[src/rtl/fifo_uart_pkg.sv]
// Shared types and default sizing for the FIFO-fed UART transmitter.
package fifo_uart_pkg;

    localparam int unsigned DEFAULT_WIDTH        = 8;
    localparam int unsigned DEFAULT_CLKS_PER_BIT = 16;

    typedef enum logic [2:0] {
        IDLE,
        START,
        DATA,
        PARITY,
        STOP
    } tx_state_e;

endpackage

[src/rtl/uart_baud_counter.sv]
// Bit-period counter: counts 0..CLKS_PER_BIT-1 and flags the last cycle of each bit.
module uart_baud_counter
    import fifo_uart_pkg::*;
#(
    parameter int unsigned CLKS_PER_BIT = DEFAULT_CLKS_PER_BIT
) (
    input  logic clk,
    input  logic rst_n,
    input  logic clear,
    output logic tick_c
);

    localparam int unsigned    CNT_W   = $clog2(CLKS_PER_BIT);
    localparam logic [CNT_W-1:0] CNT_MAX = CNT_W'(CLKS_PER_BIT - 1);

    logic [CNT_W-1:0] cnt;

    always_ff @(posedge clk or negedge rst_n) begin
        if (!rst_n) begin
            cnt <= '0;
        end else if (clear || (cnt == CNT_MAX)) begin
            cnt <= '0;
        end else begin
            cnt <= cnt + CNT_W'(1);
        end
    end

    assign tick_c = (cnt == CNT_MAX) && !clear;

endmodule

[src/rtl/fifo_uart_tx.sv]
// UART transmitter that pulls words from an upstream first-word-fall-through FIFO.
module fifo_uart_tx
    import fifo_uart_pkg::*;
#(
    parameter int unsigned WIDTH        = DEFAULT_WIDTH,
    parameter int unsigned CLKS_PER_BIT = DEFAULT_CLKS_PER_BIT,
    parameter int unsigned PARITY_EN    = 0
) (
    input  logic             clk,
    input  logic             rst_n,
    input  logic             enable,
    input  logic             fifo_empty,
    input  logic [WIDTH-1:0] read_data,
    output logic             pop,
    output logic             tx,
    output logic             busy
);

    localparam int unsigned      IDX_W    = (WIDTH > 1) ? $clog2(WIDTH) : 1;
    localparam logic [IDX_W-1:0] LAST_IDX = IDX_W'(WIDTH - 1);

    tx_state_e        state;
    logic [WIDTH-1:0] shift_q;
    logic [WIDTH-1:0] shift_next_c;
    logic [IDX_W-1:0] bit_idx;
    logic             parity_q;
    logic             tick_c;

    // The FIFO is read only from IDLE, so pop can never repeat on consecutive cycles.
    assign pop          = (state == IDLE) && enable && !fifo_empty && rst_n;
    assign shift_next_c = shift_q >> 1;

    // Held clear in IDLE so every frame starts on a full bit period; later
    // state changes all coincide with the counter wrapping to zero.
    uart_baud_counter #(
        .CLKS_PER_BIT (CLKS_PER_BIT)
    ) u_baud (
        .clk    (clk),
        .rst_n  (rst_n),
        .clear  (state == IDLE),
        .tick_c (tick_c)
    );

    always_ff @(posedge clk or negedge rst_n) begin
        if (!rst_n) begin
            state    <= IDLE;
            tx       <= 1'b1;
            busy     <= 1'b0;
            shift_q  <= '0;
            bit_idx  <= '0;
            parity_q <= 1'b0;
        end else begin
            case (state)
                IDLE: begin
                    if (pop) begin
                        state    <= START;
                        tx       <= 1'b0;
                        busy     <= 1'b1;
                        shift_q  <= read_data;
                        parity_q <= ^read_data;
                        bit_idx  <= '0;
                    end
                end
                START: begin
                    if (tick_c) begin
                        state <= DATA;
                        tx    <= shift_q[0];
                    end
                end
                DATA: begin
                    if (tick_c) begin
                        if (bit_idx == LAST_IDX) begin
                            bit_idx <= '0;
                            if (PARITY_EN != 0) begin
                                state <= PARITY;
                                tx    <= parity_q;
                            end else begin
                                state <= STOP;
                                tx    <= 1'b1;
                            end
                        end else begin
                            bit_idx <= bit_idx + IDX_W'(1);
                            shift_q <= shift_next_c;
                            tx      <= shift_next_c[0];
                        end
                    end
                end
                PARITY: begin
                    if (tick_c) begin
                        state <= STOP;
                        tx    <= 1'b1;
                    end
                end
                STOP: begin
                    if (tick_c) begin
                        state <= IDLE;
                        tx    <= 1'b1;
                        busy  <= 1'b0;
                    end
                end
                default: begin
                    state <= IDLE;
                    tx    <= 1'b1;
                    busy  <= 1'b0;
                end
            endcase
        end
    end

endmodule

[config.mk]
export PLATFORM = sky130hd
export DESIGN_NAME = fifo_uart_tx
export DESIGN_NICKNAME = d
export VERILOG_FILES = /design/src/rtl/fifo_uart_pkg.sv /design/src/rtl/uart_baud_counter.sv /design/src/rtl/fifo_uart_tx.sv
export SDC_FILE = /design/constraint.sdc
export NUM_CORES = 1
export LEC_CHECK = 0
export CAP_MARGIN = 15
export CORE_MARGIN = 2
export CORE_UTILIZATION = 45
export DETAILED_ROUTE_END_ITERATION = 8
export DONT_BUFFER_PORTS = 1
export GPL_ROUTABILITY_DRIVEN = 0
export PLACE_DENSITY = 0.6
export SETUP_SLACK_MARGIN = 0.4
export SLEW_MARGIN = 10
export SYNTH_ARGS = -nofsm -noshare
export SYNTH_HDL_FRONTEND = slang
export SYNTH_SLANG_ARGS = --single-unit
[constraint.sdc]
create_clock -name clk -period 4.05 [get_ports clk]
set_clock_uncertainty 0.05 [all_clocks]
set_input_delay 0.6075 -clock clk [delete_from_list [all_inputs] [get_ports clk]]
set_output_delay 0.6075 -clock clk [all_outputs]
set_load 0.02 [all_outputs]
**Word level (Yosys, flattened, before mapping)**

Index checks and enable logic that the tools add are counted.

- Add/sub/neg operators: 2
- Reduce and logical (&&, ||, !) cells: 16
- Eq/ne operators: 14
- Muxes and demuxes: 25
- Bitwise operators: 1

Operators with widths:

| kind | count |
|---|---|
| 3-bit two-way mux | 9 |
| 8-bit two-way mux | 3 |
| 8-bit case mux with 2 select lines | 1 |
| 3-bit case mux with 5 select lines | 1 |
| 2-bit inequality test, second input constant | 7 |
| 4-bit AND reduction | 2 |
| 1-bit two-way mux | 7 |
| 3-bit by 2-bit == test with 1-bit output, second input constant | 2 |
| 3-bit == test, second input constant | 2 |
| 3-bit case mux with 2 select lines | 1 |
| 3-bit AND reduction | 2 |
| 6-bit AND reduction | 1 |
| 4-bit by 1-bit adder with 4-bit output, second input constant | 1 |
| 4-bit == test, second input constant | 1 |
| 1-bit logical AND | 4 |
| 4-bit two-way mux | 1 |
| 1-bit case mux with 4 select lines | 1 |
| 3-bit by 1-bit adder with 3-bit output, second input constant | 1 |
| 3-bit by 1-bit == test with 1-bit output, second input constant | 1 |
| 3-bit zero test | 1 |
| 1-bit case mux with 3 select lines | 1 |
| 3-bit OR reduction | 1 |
| 1-bit zero test | 2 |
| 2-bit by 1-bit inequality test with 1-bit output, second input constant | 1 |
| 4 further kinds | 4 |

- Logic and storage cells: 64
- Input bits: 12
- Register bits after elaboration: 20

**Depth between registers and ports, before layout**

Gate-level depths: netlist of the first run.

- Depth after elaboration: 6
- Mapped depth: 5

**By module**

A second synthesis of the first run with hierarchy kept.

- Cells, all modules: 92
- Area, all modules: 1057.3 µm²

By module, submodules not included:

| module | area each (µm²) | instances | cells an instance |
|---|---|---|---|
| fifo_uart_tx | 882.1 | 1 | 77 |
| uart_baud_counter | 175.2 | 1 | 15 |

**Least setup slack after synthesis of the first run**

Ideal clock, no wire load.

- Path kind: register -> register
- From: reg bit_idx[0]
- To: reg shift_q[0]
- Slack: 2.184 ns
- Required time: 3.875 ns
- Arrival: 1.691 ns
- Stages on the path, launching flop included: 5
- Period minus slack after synthesis: 1.866 ns
- Library setup time: 0.125 ns
- Cell sequence: dfrtp_1 > ha_1 > ha_1 > o41ai_4 > mux2_2

- Cells in the longest elaborated chain, start to end: 3

RTL lines:

| what | RTL line | RTL |
|---|---|---|
| from (decl) | fifo_uart_tx.sv:25 | `logic [IDX_W-1:0] bit_idx;` |
| from (signal assigned) | fifo_uart_tx.sv:82 | `bit_idx <= bit_idx + IDX_W'(1);` |
| 3-bit == test | fifo_uart_tx.sv:72 | `if (bit_idx == LAST_IDX) begin` |
| 2-bit inequality test (no source line) | -- |  |
| 4-bit AND reduction (no source line) | -- |  |
| to (signal assigned) | fifo_uart_tx.sv:59 | `shift_q <= read_data;` |
| to (signal assigned) | fifo_uart_tx.sv:83 | `shift_q <= shift_next_c;` |
| to (decl) | fifo_uart_tx.sv:23 | `logic [WIDTH-1:0] shift_q;` |

Every way passes these cells.
A chain may end at the register's enable or synchronous reset.

**Worst setup path in the final report of the first run**

- From: reg state[0]
- To: out pop

- Cells in the longest elaborated chain, start to end: 4

RTL lines:

| what | RTL line | RTL |
|---|---|---|
| from (decl) | fifo_uart_tx.sv:22 | `tx_state_e state;` |
| from (signal assigned) | fifo_uart_tx.sv:46 | `state <= IDLE;` |
| from (signal assigned) | fifo_uart_tx.sv:56 | `state <= START;` |
| from (signal assigned) | fifo_uart_tx.sv:66 | `state <= DATA;` |
| 3-bit zero test | fifo_uart_tx.sv:30 | `assign pop = (state == IDLE) && enable && !fifo_empty && rst_n;` |
| 1-bit logical AND (3 in series) | fifo_uart_tx.sv:30 |  |
| to (decl) | fifo_uart_tx.sv:14 | `output logic pop,` |

Every way passes these cells.

==> flow_metrics.py, run 1 <==
metrics = {
    "outcome": {
        "status": "finished clean",
    },
    "synth": {
        "synthAdderAreaFrac": 0.0376,
        "synth.top_cells.by_count": "19 x dfrtp_1, 14 x mux2_2, 8 x nor2_1",
        "synth_top_flop_cell": "dfrtp_1",
        "synth-edff-count": 0,
        "async_flop_share": 1.00,
        "syn_inst": 81,
        "ys_warn_count": 0,
        "synth.area.top_cells": "dfrtp_1 48%, mux2_2 16%, ha_1 3.8%, nor2_1 3.0%, o41ai_4 2.8%",
        "ys_seq_elements": 20,
        "synth_cell_types": 30,
        "yosysTopAreaCell": "dfrtp_1",
        "ys_seq_area_frac": 0.503,
        "synthMuxAreaShare": 0.158,
        "synth-compound-area-share": 0.137,
        "yosys.area_share.simple": 0.143,
        "avgSynthCellArea_um2": 12.3,
        "synth_top_family_by_area": "multiplexers",
        "netlist_area_um2": 997,
        "synth_xor_area_frac": 0.00878,
        "synthesis.nets": 96,
        "synth_most_common_cell": "dfrtp_1",
        "netlist.area_leader.share": 0.477,
    },
    "worst_setup_path": {
        "critPathArrivalTime_ns": 1.77,
        "start_kind": "flop",
        "cp_max_fo": 11,
        "slowest_delay_ns": 0.53,
        "worstSetupPathType": "reg -> out",
        "crit_family": "simple AND/OR/NAND/NOR gates",
        "crit_required_ns": 3.39,
        "critPathBufInv": 1,
        "crit_chain": "nor3_2 -> nand4b_1 -> inv_1",
        "critPathSlowestCell": "dfrtp_1",
        "setup.worst_path.end_class": "output port",
    },
    "route": {
        "drc": 0,
        "ant_nets": 0,
        "viasPerCell": 5.73,
        "drt-pass1-iter-count": 4,
        "num_vias": 647,
        "post_drt_wl_per_cell_um": 17.1,
        "drt_iter0_drc": 10,
        "wirelength_um": 1930,
    },
    "finish": {
        "fin_area_um2": 1090,
        "drive_above_1_share": 0.282,
        "multi_input_area_um2": 483,
        "seqCellArea_um2": 502,
        "fill_cells": 193,
        "instances_no_fill": 113,
        "nets": 101,
        "diodes": 0,
        "syn_to_final_growth_pct": 9.29,
    },
    "clocking": {
        "numCtsBuffers": 3,
        "cts_root_buf": "clkbuf_4",
        "path_clk_slew_ns": 0.12,
        "clockBufferDepth": 2,
        "tritoncts": "built",
        "htree_levels": 1,
        "clock_sinks": 20,
        "cts_setup_buffers": 0,
        "clk_latency_ns": 0.30,
    },
    "place": {
        "dpl_cell_area_um2": 1030,
        "port-buffer-count": 0,
        "place_inst": 108,
        "dp_slack_ns": 1.97,
        "place_hpwl_um": 1380,
    },
    "timing": {
        "hold_viol": 0,
        "layout_min_cycle_time_ns": 2.43,
        "setup_viol": 0,
        "max_slew_margin": 0.429,
        "slew_viol_final": 0,
        "worst_pin_slew_ns": 0.854,
        "setup_tns_ns": 0,
        "timing.final.ws_setup_ns": 1.62,
        "max_freq_ghz": 0.411,
        "min_period_over_period": 0.600,
        "rsz0062_at_grt": "false",
    },
    "power": {
        "irDropWorstVdd_uv": 216,
        "power_density_nw_per_um2": 348,
        "power.static_leakage_nw": 0.486,
    },
    "die": {
        "pin_count": 15,
        "die_w_um": 51.1,
        "dieArea_um2": 2610,
        "num_rows": 17,
        "core_area_um2": 2150,
        "start_util": 0.464,
        "die_y_um": 51.1,
    },
    "min_path": {
        "hold_class": "in -> async",
    },
    "global_route": {
        "grt_pass1_vias": 629,
        "grt_first_pass_wirelength_um": 3020,
        "overflow": 0,
        "grt_usage": 0.164,
        "grt_max_degree": 20,
        "antenna_found_initial": 0,
    },
    "job": {
        "max-cap-violations": 0,
    },
}
-- power breakdown --
| part | total (mW) | switching (mW) | internal (mW) |
|---|---|---|---|
| Sequential | 0.206 | 0.00265 | 0.203 |
| Clock | 0.164 | 0.0643 | 0.100 |
| Combinational | 0.00959 | 0.00493 | 0.00466 |
| Total | 0.380 | 0.0718 | 0.308 |
-- state kept, by name (all words and copies together), names as in the netlist --
| register | cells |
|---|---|
| state | 3 |
| tx | 1 |
| bit_idx | 3 |
| u_baud.cnt | 4 |
| shift_q | 8 |
| busy | 1 |
-- final timing paths --
check	slack, ns	cells past startpoint	from	endpoint
max	1.62	3	state[0]	pop
min	0.07	0	rst_n	tx
max reg2reg	2.00	4	bit_idx[0]	shift_q[3]
min reg2reg	0.46	1	u_baud.cnt[0]	u_baud.cnt[0]
max in group asynchronous	2.63	1	rst_n	shift_q[6]
min in group clk	0.45	2	read_data[7]	shift_q[7]
-- metal layers --
layer / track usage / share of wire
met1: 0.188 / 0.43
met3: 0.0351 / 0.037
met2: 0.286 / 0.52
met5: 0 / 0
met4: 0.0811 / 0.0072
-- through the flow --
stage	power, mW	utilization	hold slack [ns]
2_1_floorplan	0.214	-	0.262
3_3_place_gp	0.215	0.478	0.262
3_5_place_dp	0.215	0.478	0.262
4_1_cts	0.386	0.507	0.0613
5_1_grt	0.396	0.507	0.0489
6_report	0.380	0.507	0.0749
-- cells in the final DEF, fill, tap and decap left out, types with 2 or more instances in the layout --
cell type,count
dfrtp_1,19
inv_1,2
nor2_1,8
ha_1,3
a22o_1,2
a2111oi_0,2
nor3_1,2
a21oi_1,2
mux2_2,14
o21ai_0,3
clkbuf_4,3
nand3b_1,3
nand2_1,3
-- timing repair --
action	4_1_cts	5_1_grt
hold endpoints to repair	19	0
endpoints found under the setup margin	0	0
gates resized for setup	0	0
hold buffers	1	0
-- worst reg2reg max path: cells and delay by family (launching register included) --
kind                       cells  cell delay [ns]
adders and majority gates      2             0.46
AOI/OAI and AO/OA              1             0.63
DFF                            1             0.42
muxes                          1             0.40
-- cell families after synthesis --
| group | count (synthesis) |
|---|---|
| flops | 20 |
| compound gates | 16 |
| buf+inv | 3 |
| fa+ha+maj | 3 |
| simple gates | 24 |
| xor+xnor | 1 |
| mux | 14 |
-- cell type report --
cell class / count / share of cell area
clock buffer: 3 / 0.0207
clock inverter: 1 / 0.0276
inverter: 2 / 0.00689
multi-input combinational: 58 / 0.443
sequential: 20 / 0.460
tap: 28 / 0.0321
timing repair buffer: 1 / 0.00918
Note: power is estimated with default switching activity, not from simulation.
==> inputs of run 2 (changes only) <==
--- a/config.mk
+++ b/config.mk
@@ -11,7 +11,7 @@
 export DETAILED_ROUTE_END_ITERATION = 8
 export DONT_BUFFER_PORTS = 1
 export GPL_ROUTABILITY_DRIVEN = 0
-export PLACE_DENSITY = 0.6
+export PLACE_DENSITY = 0.62
 export SETUP_SLACK_MARGIN = 0.4
 export SLEW_MARGIN = 10
 export SYNTH_ARGS = -nofsm -noshare
==> constraint.sdc (replaced) <==
create_clock -name clk -period 1.95 [get_ports clk]
set_clock_uncertainty 0.05 [all_clocks]
set_input_delay 0.2925 -clock clk [delete_from_list [all_inputs] [get_ports clk]]
set_output_delay 0.2925 -clock clk [all_outputs]
set_load 0.02 [all_outputs]
==> flow_metrics.py, run 2 (synthesis results as in run 1) <==
metrics = {
    "timing": {
        "max_slew_margin": 0.397,
        "setup_tns_ns": 0,
        "hold_viol": 0,
        "min_period_over_period": 0.911,
        "rsz0062_at_grt": "true",
        "layout_min_cycle_time_ns": 1.78,
        "worst_hold_slack_ns": 0.0899,
        "worst_pin_slew_ns": 0.901,
        "setup_viol": 0,
        "max_freq_ghz": 0.563,
        "slew_viol_final": 0,
    },
    "power": {
        "swShare": 0.224,
        "power_density_nw_per_um2": 486,
        "combPwrFrac": 0.037,
        "p_sw_mw": 0.149,
        "cell_internal_pwr_mw": 0.515,
        "pwr-share-clk": 0.318,
        "irDropWorstVdd_uv": 382,
        "p_seq_frac": 0.645,
        "power.static_leakage_nw": 0.611,
    },
    "die": {
        "dieArea_um2": 2610,
        "die_w_um": 51.1,
        "die_y_um": 51.1,
        "core_area_um2": 2150,
        "start_util": 0.464,
        "num_rows": 17,
        "pin_count": 15,
    },
    "clocking": {
        "clock_sinks": 20,
        "htree_levels": 1,
        "clk_latency_ns": 0.31,
        "numCtsBuffers": 3,
        "path_clk_slew_ns": 0.11,
        "clockBufferDepth": 2,
        "cts_root_buf": "clkbuf_4",
        "tritoncts": "built",
    },
    "worst_setup_path": {
        "r2r_start": "state[2]",
        "r2r_slack_ns": 0.17,
        "critPathArrivalTime_ns": 1.93,
        "worstSetupPathType": "reg -> reg",
        "reg2regPathDepth": 6,
        "slowest_delay_ns": 0.46,
        "r2r-end": "shift_q[5]",
        "crit_required_ns": 2.10,
        "critPathSlowestCell": "dfrtp_2",
        "crit_chain": "nor3_4 -> nand4b_1 -> buf_4 -> o41ai_4 -> buf_6 -> mux2_4",
        "cp_max_fo": 8,
        "start_kind": "flop",
        "setup.worst_path.end_class": "flop",
    },
    "global_route": {
        "overflow": 0,
        "grt_pass1_vias": 844,
        "antenna_found_initial": 0,
        "grt_first_pass_wirelength_um": 3750,
        "grt_usage": 0.199,
        "grt_max_degree": 21,
    },
    "finish": {
        "largest_reg_flops": 8,
        "layout_commonest_cell": "buf_4",
        "diodes": 0,
        "drive_above_1_share": 0.523,
        "largest-register": "shift_q",
        "mostFrequentLayoutCells": "19 x buf_4, 17 x dfrtp_1, 7 x mux2_2, 7 x mux2_4, 6 x nor2_1",
        "instances_no_fill": 135,
        "largestRegisters": "shift_q: 8 flops, u_baud.cnt: 4 flops",
        "syn_to_final_growth_pct": 36.9,
        "nets": 123,
    },
    "min_path": {
        "worstHoldPathCells": 2,
        "min_to": "shift_q[7]",
        "holdCritStartpoint": "read_data[7]",
        "hold_class": "in -> reg",
    },
    "route": {
        "ant_nets": 0,
        "wirelength_um": 2240,
        "drc": 0,
        "drt_iter0_drc": 8,
        "post_drt_wl_per_cell_um": 16.6,
        "drt-pass1-iter-count": 4,
        "num_vias": 776,
        "viasPerCell": 5.75,
    },
    "place": {
        "place_inst": 112,
        "port-buffer-count": 0,
        "place_hpwl_um": 1340,
    },
    "outcome": {
        "status": "finished clean",
    },
    "job": {
        "max-cap-violations": 0,
    },
}
-- run 2: power groups by stage --
| stage | Combinational [mW] | Sequential (mW) | Clock, mW |
|---|---|---|---|
| finish | 0.0245 | 0.428 | 0.211 |
| global route | 0.0283 | 0.429 | 0.237 |
| CTS | 0.0247 | 0.428 | 0.218 |
| detailed placement | 0.0118 | 0.435 | 0 |
| global placement | 0.0114 | 0.435 | 0 |
| floorplan | 0.0109 | 0.434 | 0 |
-- run 2: what timing repair did --
item,CTS,global route
pin swaps,3,4
gates resized for setup,15,10
buffers inserted,14,4
hold endpoints to repair,20,0
hold buffers,1,0
setup endpoints to repair,14,15
-- run 2: critical path, delay by kind of cell (launching register included) --
| family | cells | cell delay (ns) |
|---|---|---|
| compound gates | 1 | 0.05 |
| buf+inv | 2 | 0.40 |
| flops | 1 | 0.46 |
| mux | 1 | 0.30 |
| simple gates | 2 | 0.40 |
-- run 2: metrics by stage --
| stage | power [mW] | worst slack, ns | util | cell area (µm²) |
|---|---|---|---|---|
| after detailed placement | 0.447 | 0.108 | 0.511 | 1100 |
| final | 0.663 | 0.174 | 0.635 | 1370 |
| after global placement | 0.447 | 0.148 | 0.511 | 1100 |
| after global routing | 0.694 | 0.117 | 0.635 | 1370 |
| after floorplan | 0.445 | 0.160 | - | 1040 |
| after CTS | 0.670 | 0.167 | 0.599 | 1290 |
-- run 2: worst max path at each step --
stage | start | depth (start not counted) | to
2_1_floorplan | u_baud.cnt[0] | 4 | shift_q[0]
3_3_place_gp | u_baud.cnt[0] | 5 | shift_q[6]
3_5_place_dp | state[2] | 4 | shift_q[6]
4_1_cts | state[1] | 4 | pop
5_1_grt | state[2] | 6 | shift_q[4]
6_report | state[2] | 6 | shift_q[5]
-- run 2: final cells by class --
class | instances | area, µm²
fill | 166 | 783
multi-input combinational | 58 | 593
sequential | 20 | 504
timing repair buffer | 23 | 186
tap | 28 | 35.0
clock buffer | 4 | 26.3
inverter | 2 | 20.0
-- run 2: layer usage --
| metal | wire length (µm) | GRT usage | vias to the layer above |
|---|---|---|---|
| met3 | 90 | 0.0409 | 11 |
| met1 | 853 | 0.233 | 382 |
| met4 | 93 | 0.131 | 0 |
| li1 | - | - | 353 |
| met2 | 1210 | 0.329 | 30 |
| met5 | 0 | 0 | - |
==> inputs of run 3 (changes only) <==
--- a/config.mk
+++ b/config.mk
@@ -17,3 +17,4 @@
 export SYNTH_ARGS = -nofsm -noshare
 export SYNTH_HDL_FRONTEND = slang
 export SYNTH_SLANG_ARGS = --single-unit
+export TNS_END_PERCENT = 50
==> flow_metrics.py, run 3 (synthesis results as in run 1) <==
metrics = {
    "outcome": {
        "status": "finished clean",
    },
    "finish": {
        "drive_above_1_share": 0.455,
        "mostFrequentLayoutCells": "18 x dfrtp_1, 15 x buf_4, 8 x nor2_1",
        "largest_reg_flops": 8,
        "largest-register": "shift_q",
        "diodes": 0,
        "largestRegisters": "shift_q: 8 flops, u_baud.cnt: 4 flops",
        "layout_commonest_cell": "dfrtp_1",
        "instances_no_fill": 129,
        "nets": 117,
        "syn_to_final_growth_pct": 26.7,
    },
    "timing": {
        "min_period_over_period": 0.905,
        "worst_pin_slew_ns": 0.899,
        "slew_viol_final": 0,
        "hold_viol": 0,
        "max_freq_ghz": 0.567,
        "rsz0062_at_grt": "true",
        "setup_viol": 0,
        "setup_tns_ns": 0,
        "max_slew_margin": 0.399,
        "layout_min_cycle_time_ns": 1.76,
    },
    "clocking": {
        "tritoncts": "built",
        "clockBufferDepth": 2,
        "clk_latency_ns": 0.29,
        "cts_root_buf": "clkbuf_4",
        "path_clk_slew_ns": 0.11,
        "htree_levels": 1,
        "numCtsBuffers": 3,
        "clock_sinks": 20,
    },
    "route": {
        "viasPerCell": 5.64,
        "drt-pass1-iter-count": 4,
        "post_drt_wl_per_cell_um": 14.9,
        "ant_nets": 0,
        "wirelength_um": 1930,
        "drc": 0,
        "num_vias": 727,
        "drt_iter0_drc": 8,
    },
    "worst_setup_path": {
        "r2r_slack_ns": 0.19,
        "crit_chain": "nor3_4 -> nand4b_1 -> buf_4 -> o41ai_4 -> buf_6 -> mux2_4",
        "critPathSlowestCell": "dfrtp_2",
        "crit_path_end": "shift_q[2]",
        "crit_start": "state[1]",
        "worstSetupPathType": "reg -> reg",
        "reg2regPathDepth": 6,
        "crit_family": "flip-flops",
        "cp.depth": 6,
        "start_kind": "flop",
        "setup.worst_path.end_class": "flop",
        "slowest_delay_ns": 0.44,
        "critPathBufInv": 2,
        "critPathArrivalTime_ns": 1.90,
        "r2r_start": "state[1]",
        "crit_required_ns": 2.08,
        "r2r-end": "shift_q[2]",
        "cp_max_fo": 8,
    },
    "power": {
        "combPwrFrac": 0.035,
        "irDropWorstVdd_uv": 376,
        "pwr-share-clk": 0.341,
        "p_sw_mw": 0.138,
        "power.static_leakage_nw": 0.571,
        "swShare": 0.201,
        "p_seq_frac": 0.623,
        "power_density_nw_per_um2": 543,
        "cell_internal_pwr_mw": 0.548,
    },
    "min_path": {
        "hold_class": "in -> reg",
    },
    "die": {
        "dieArea_um2": 2610,
        "start_util": 0.464,
        "die_y_um": 51.1,
        "num_rows": 17,
        "die_w_um": 51.1,
        "core_area_um2": 2150,
        "pin_count": 15,
    },
    "global_route": {
        "grt_usage": 0.176,
        "grt_max_degree": 21,
        "antenna_found_initial": 0,
        "overflow": 0,
        "grt_pass1_vias": 775,
        "grt_first_pass_wirelength_um": 3420,
    },
    "place": {
        "port-buffer-count": 0,
        "place_inst": 114,
        "place_hpwl_um": 1320,
    },
    "job": {
        "max-cap-violations": 0,
    },
}
==> run 3: area by class of cell <==
class | instances | area, µm²
sequential | 20 | 503
clock buffer | 4 | 36.3
multi-input combinational | 58 | 548
timing repair buffer | 17 | 134
inverter | 2 | 7.51
tap | 28 | 35.0
fill | 182 | 885
==> run 3: worst min path at each step <==
stage               depth (start not counted)  slack (ns)         start          to
floorplan                                   0       -0.05         rst_n  bit_idx[0]
global placement                            0       -0.05         rst_n    state[1]
detailed placement                          0       -0.05         rst_n    state[0]
CTS                                         2         0.1  read_data[7]  shift_q[7]
global route                                2        0.12  read_data[7]  shift_q[7]
finish                                      2        0.10  read_data[7]  shift_q[7]
==> run 3: timing repair <==
action,CTS,global route
setup buffers,9,1
resized for setup,9,4
hold buffers,1,0
hold endpoints to repair,20,0
setup endpoints to repair,13,13
pin swaps,4,2
==> run 3: power by group through the flow <==
stage	logic (mW)	registers [mW]	clock network, mW
5_1_grt	0.0276	0.429	0.266
4_1_cts	0.0248	0.428	0.241
6_report	0.0243	0.428	0.234
2_1_floorplan	0.0109	0.434	0
3_3_place_gp	0.0117	0.435	0
3_5_place_dp	0.0122	0.436	0
==> run 3: stage by stage <==
step | area [µm²] | hold slack [ns] | setup WS (ns) | utilization | power, mW
after floorplan | 1030 | -0.0531 | 0.160 | - | 0.445
after global placement | 1100 | -0.0526 | 0.192 | 0.514 | 0.447
after detailed placement | 1100 | -0.0525 | 0.158 | 0.514 | 0.448
after CTS | 1240 | 0.0993 | 0.222 | 0.579 | 0.693
after global routing | 1260 | 0.117 | 0.0954 | 0.588 | 0.722
final | 1260 | 0.102 | 0.186 | 0.588 | 0.686
==> run 3: metal layers <==
| layer | GRT usage | routed length [µm] |
|---|---|---|
| met5 | 0 | 0 |
| met4 | 0.0676 | 16 |
| met2 | 0.314 | 1030 |
| met1 | 0.202 | 812 |
| met3 | 0.0409 | 64 |
